===== config.mk =====
export PLATFORM = sky130hd
export DESIGN_NAME = dr_byte_writer
export DESIGN_NICKNAME = d
export VERILOG_FILES = /design/src/rtl/dr_byte_writer.sv
export SDC_FILE = /design/constraint.sdc
export NUM_CORES = 1
export LEC_CHECK = 0
export ABC_CLOCK_PERIOD_IN_PS = 2000
export BUFFER_PORTS_ARGS = -buffer_cell sky130_fd_sc_hd__clkbuf_2
export CAP_MARGIN = 20
export CORE_AREA = 2 2 92 94
export DETAILED_ROUTE_END_ITERATION = 8
export DIE_AREA = 0 0 94 96
export GPL_TIMING_DRIVEN = 0
export PLACE_DENSITY = 0.81
export SLEW_MARGIN = 40
export SYNTH_ARGS = -nofsm -noshare
export SYNTH_HDL_FRONTEND = slang
export SYNTH_SLANG_ARGS = --single-unit

===== constraint.sdc =====
create_clock -name clk_i -period 2 [get_ports clk_i]
set_input_delay 0.1 -clock clk_i [delete_from_list [all_inputs] [get_ports clk_i]]
set_output_delay 0.1 -clock clk_i [all_outputs]
set_load 0.01 [all_outputs]

===== src/rtl/dr_byte_writer.sv =====
`default_nettype none
// ============================================================================
//  Module   : dr_byte_writer
//  Purpose  : Byte-serial memory writer for store instructions. Accepts a
//             1-, 2- or 4-byte value plus a base address in one cycle, then
//             drives an 8-bit memory port one byte per clock at consecutive
//             (wrapping) addresses, followed by a one-cycle Done pulse.
//  Revision : 1.0  initial release
// ----------------------------------------------------------------------------
//  Ports
//    clk_i        in   1       system clock, rising edge
//    rst_ni       in   1       asynchronous active-low reset
//    start_i      in   1       request strobe, sampled only in IDLE
//    size_i       in   2       00=1 byte, 01=2 bytes, 1x=4 bytes
//    data_i       in   32      store value, low 8*N bits used
//    addr_i       in   ADDR_W  base byte address
//    mem_addr_o   out  ADDR_W  byte address of current write
//    mem_data_o   out  8       byte of current write
//    mem_wr_en_o  out  1       write strobe
//    busy_o       out  1       high during the write cycles
//    done_o       out  1       one-cycle pulse after the last byte
// ============================================================================
module dr_byte_writer #(
   parameter int ADDR_W     = 16,
   parameter bit BIG_ENDIAN = 1'b1
) (
   input  logic              clk_i,
   input  logic              rst_ni,
   input  logic              start_i,
   input  logic [1:0]        size_i,
   input  logic [31:0]       data_i,
   input  logic [ADDR_W-1:0] addr_i,
   output logic [ADDR_W-1:0] mem_addr_o,
   output logic [7:0]        mem_data_o,
   output logic              mem_wr_en_o,
   output logic              busy_o,
   output logic              done_o
);

   typedef enum logic [1:0] {
      S_IDLE   = 2'd0,
      S_WRITE  = 2'd1,
      S_FINISH = 2'd2
   } state_t;

   state_t              state_q;
   logic [31:0]         data_q;
   logic [ADDR_W-1:0]   addr_q;
   logic [1:0]          last_q;      // latched byte count minus one (0, 1 or 3)
   logic [1:0]          idx_q;       // byte index k currently on the port
   logic [ADDR_W-1:0]   mem_addr_q;
   logic [7:0]          mem_data_q;
   logic                mem_wr_en_q;
   logic                busy_q;
   logic                done_q;

   logic [1:0]          last_in_d;
   logic [1:0]          idx_d;
   logic [7:0]          first_byte_d;
   logic [7:0]          next_byte_d;
   logic [ADDR_W-1:0]   next_addr_d;

   // Byte k of an N-byte value. Big-endian walks from the top selected byte
   // down (index last-k); little-endian walks up from byte 0.
   function automatic logic [7:0] pick_byte(input logic [31:0] d,
                                            input logic [1:0]  last,
                                            input logic [1:0]  k);
      logic [1:0] sel;
      sel = BIG_ENDIAN ? (last - k) : k;
      case (sel)
         2'd0:    return d[7:0];
         2'd1:    return d[15:8];
         2'd2:    return d[23:16];
         default: return d[31:24];
      endcase
   endfunction

   always_comb begin
      case (size_i)
         2'b00:   last_in_d = 2'd0;
         2'b01:   last_in_d = 2'd1;
         default: last_in_d = 2'd3;   // 10 and 11 both mean four bytes
      endcase
      idx_d        = idx_q + 2'd1;
      first_byte_d = pick_byte(data_i, last_in_d, 2'd0);
      next_byte_d  = pick_byte(data_q, last_q, idx_d);
      // Address arithmetic is ADDR_W wide, so it wraps naturally.
      next_addr_d  = addr_q + ADDR_W'(idx_d);
   end

   // Single FSM; every output is a register loaded one edge ahead, so there
   // is no combinational path from inputs to outputs.
   always_ff @(posedge clk_i or negedge rst_ni) begin
      if (!rst_ni) begin
         state_q     <= S_IDLE;
         data_q      <= '0;
         addr_q      <= '0;
         last_q      <= '0;
         idx_q       <= '0;
         mem_addr_q  <= '0;
         mem_data_q  <= '0;
         mem_wr_en_q <= 1'b0;
         busy_q      <= 1'b0;
         done_q      <= 1'b0;
      end else begin
         case (state_q)
            S_IDLE: begin
               done_q <= 1'b0;
               if (start_i) begin
                  state_q     <= S_WRITE;
                  data_q      <= data_i;
                  addr_q      <= addr_i;
                  last_q      <= last_in_d;
                  idx_q       <= 2'd0;
                  // Byte 0 is presented straight from the inputs so that it
                  // appears in the cycle right after the accept edge.
                  mem_addr_q  <= addr_i;
                  mem_data_q  <= first_byte_d;
                  mem_wr_en_q <= 1'b1;
                  busy_q      <= 1'b1;
               end
            end
            S_WRITE: begin
               if (idx_q == last_q) begin
                  // Address/data hold their last values; only the strobe drops.
                  state_q     <= S_FINISH;
                  mem_wr_en_q <= 1'b0;
                  busy_q      <= 1'b0;
                  done_q      <= 1'b1;
               end else begin
                  idx_q      <= idx_d;
                  mem_addr_q <= next_addr_d;
                  mem_data_q <= next_byte_d;
               end
            end
            S_FINISH: begin
               state_q <= S_IDLE;
               done_q  <= 1'b0;
            end
            default: begin
               state_q     <= S_IDLE;
               mem_wr_en_q <= 1'b0;
               busy_q      <= 1'b0;
               done_q      <= 1'b0;
            end
         endcase
      end
   end

   assign mem_addr_o  = mem_addr_q;
   assign mem_data_o  = mem_data_q;
   assign mem_wr_en_o = mem_wr_en_q;
   assign busy_o      = busy_q;
   assign done_o      = done_q;

endmodule
`default_nettype wire


==> impl_metrics.tcl <==
set metrics [dict create \
    status "finished with violations" \
    violations "negative hold slack" \
    synth_ff_type "dfrtp_1" \
    p_int_mw 5.36 \
    r2r_setup_slack_ps 70 \
    finalSetupViolCount 0 \
    cts_inserted_buffers 9 \
    io_pins 80 \
    nets 522 \
    post-place-ws_ps -253 \
    first_global_vias 3132 \
    antenna_found_initial 0 \
    setup_slack_ps 71.2 \
    clock_power_share_pct 15.2 \
    viasPerCell 5.38 \
    slowest_delay_ps 360 \
    rr_startpoint "idx_q[0]$_DFFE_PN0P_" \
    ys_warn_count 0 \
    first_pass_iters 4 \
    numPortBuffers 77 \
    area_growth_syn_to_layout_pct 32.5 \
    grt.total_usage_pct 22.1 \
    slew_violations 0 \
    fin_util_pct 63.9 \
    required_ps 2240 \
    syn_nets 390 \
    avgSynthCellArea_um2 11.7 \
    rows 33 \
    dp_hpwl_um 6140 \
    place.gp.congestion 0.819 \
    synth_edf_count 0 \
    cts_tree "yes" \
    core-area_um2 8050 \
    final_area_um2 5140 \
    via_count 3088 \
    cp_slowest_cell "dfrtp_1" \
    ys_seq_elements 80 \
    die_h_um 96 \
    timing.final.crit_share_pct 96.4 \
    cp_num_buf_inv 1 \
    r2r_cells 8 \
    fin_setup_tns_ps 0 \
    period_needed_ps 1930 \
    p_per_area_nw_per_um2 1690 \
    timing.hold.ws_ps -1.94 \
    ant_nets 0 \
    p_sw_share_pct 38.2 \
    avgRoutedWirePerCell_um 16.6 \
    ir_drop_v 0.000720 \
    start_util_pct 48.2 \
    clk_pin_slew_worst_paths_ps 80 \
    crit_end "mem_addr_o[13]$_DFFE_PN0P_" \
    cp_num_cells 8 \
    htree_levels 3 \
    dpl_cell_area_um2 4440 \
    max_freq_mhz 518 \
    num_antenna_cells 0 \
    syn_inst 333 \
    cap_violations 0 \
    synthArstFlopShare_pct 100 \
    ys_seq_area_share_pct 51.6 \
    arrival_ps 2170 \
    startpoint "idx_q[0]$_DFFE_PN0P_" \
    detail_route.iter0.violations 176 \
    cp-end-kind "register" \
    switchingPower_mw 3.32 \
    hold_path.class "in2reg" \
    finClkSkew_ps 16.4 \
    grt_first_pass_wirelength_um 15000 \
    p_seq_share_pct 34.8 \
    netlist_area_um2 3880 \
    cts_sinks 80 \
    grt_max_degree 69 \
    path_max_fanout 7 \
    dieArea_um2 9020 \
    synth.distinct_cells 33 \
    clk_path_buf_depth 2 \
    combPwrFrac_pct 50.0 \
    insertion_delay_ps 360 \
    grt_remaining_overflow 0 \
    drcViolationCount 0 \
    critPathKind "reg2reg" \
    tightest_slew_ps 705 \
    totalWireLength_um 9530 \
    timing.rr.end "mem_addr_o[13]$_DFFE_PN0P_" \
    worst_setup_path_start_kind "register" \
    slew_headroom_pct 53.0 \
    fp.dieW_um 94 \
    p_leak_nw 2.33 \
    crit_chain "buf_4 > xor2_2 > ha_1 > a21o_1 > and3_4 > nand4_1 > xor2_1 > o21ai_1" \
    final_hold_viol_count 1 \
    cts_root_buf "clkbuf_8" \
    drive_above_1_share_pct 35.4 \
    path_delay_family "XOR/XNOR gates" \
]
[final cells by class]
type / count / area (um^2)
buffer: 20 / 114
inverter: 6 / 22.5
sequential: 80 / 2000
clock buffer: 10 / 138
fill: 631 / 2910
timing repair buffer: 122 / 857
multi-input combinational: 226 / 1800
clock inverter: 5 / 81.3
tap: 105 / 131
[timing repair]
item,4_1_cts,5_1_grt
endpoints found under the setup margin,13,46
setup buffers,0,2
pin swaps,1,4
gates resized for setup,5,10
hold endpoints to repair,124,0
hold buffers,42,0
cloned,0,0
[worst min path at each step]
| stage | depth (start not counted) | startpoint | to | slack, ps |
|---|---|---|---|---|
| after floorplan | 0 | rst_ni | addr_q[0]$_DFFE_PN0P_ | -200 |
| after global placement | 2 | data_i[18] | data_q[18]$_DFFE_PN0P_ | 330 |
| after detailed placement | 1 | rst_ni | data_q[4]$_DFFE_PN0P_ | -50 |
| after CTS | 2 | addr_i[9] | addr_q[9]$_DFFE_PN0P_ | 4 |
| after global routing | 2 | data_i[11] | data_q[11]$_DFFE_PN0P_ | 6 |
| final | 2 | data_i[11] | data_q[11]$_DFFE_PN0P_ | -2 |
[kinds of logic (layout without fill, tap and decap cells)]
| kind of cell | Yosys count | after routing | synth area share [%] |
|---|---|---|---|
| flip-flops | 80 | 80 | 51.6 |
| AND/OR/NAND/NOR | 75 | 75 | 8.19 |
| multiplexers | 67 | 67 | 22.2 |
| AO/OA/AOI/OAI | 62 | 62 | 8.77 |
| buffers and inverters | 27 | 163 | 3.51 |
| XOR/XNOR | 18 | 18 | 4.26 |
| adder cells (fa/ha/maj) | 4 | 4 | 1.48 |
[synthesized netlist by cell type, drive strengths merged (2+ instances only)]
master | instances | area share [%]
nand3 | 6 | 0.77
mux2 | 49 | 14
nand2b | 2 | 0.32
mux4 | 8 | 5.4
xor2 | 12 | 2.9
mux2i | 10 | 2.6
nor3 | 3 | 0.39
o21ai | 31 | 4.0
buf | 10 | 1.9
a21oi | 18 | 2.3
a22oi | 7 | 1.4
xnor2 | 6 | 1.4
nand2 | 35 | 3.4
ha | 3 | 0.97
nand4 | 4 | 0.64
inv | 6 | 0.58
clkbuf | 11 | 1.1
dfrtp | 80 | 52
nor2 | 22 | 2.1
a31oi | 2 | 0.32
[layer usage]
layer | vias up | part of all wire (%) | global-route usage (%)
li1 | 1442 | - | -
met1 | 1540 | 42 | 26.8
met5 | - | 0 | 0
met4 | 0 | 1.7 | 8.57
met3 | 15 | 4.4 | 4.46
met2 | 91 | 52 | 39.1
[stage by stage]
stage | total power [mW] | instances
2_1_floorplan | 5.85 | 333
3_5_place_dp | 7.05 | 516
5_1_grt | 9.29 | 574
3_3_place_gp | 6.84 | 515
4_1_cts | 8.48 | 572
6_report | 8.68 | 574
[sequential cells by signal, indices dropped and copies added, names as in the netlist]
register    cells
done_o          1
state_q         2
data_q         32
addr_q         16
mem_addr_o     16
mem_data_o      8
last_q          2
busy_o          1
idx_q           2
[power groups by stage]
stage / Sequential, mW / Clock, mW / Combinational [mW]
final: 3.02 / 1.32 / 4.34
after global routing: 3.13 / 1.39 / 4.77
after CTS: 3.01 / 1.33 / 4.13
after detailed placement: 3.03 / 0 / 4.01
after global placement: 2.97 / 0 / 3.88
after floorplan: 3.02 / 0 / 2.83
[layout by cell type (no fill, tap or decap), types with 8 or more instances in the layout]
master,count
xor2_1,10
dlygate4sd3_1,42
clkbuf_2,76
nor2_1,20
clkbuf_8,11
mux2_2,49
o21ai_0,24
nand2_1,34
mux2i_1,10
dfrtp_1,80
a21oi_1,18
clkbuf_1,9
mux4_1,8
Note: power is estimated with default switching activity, not from simulation.
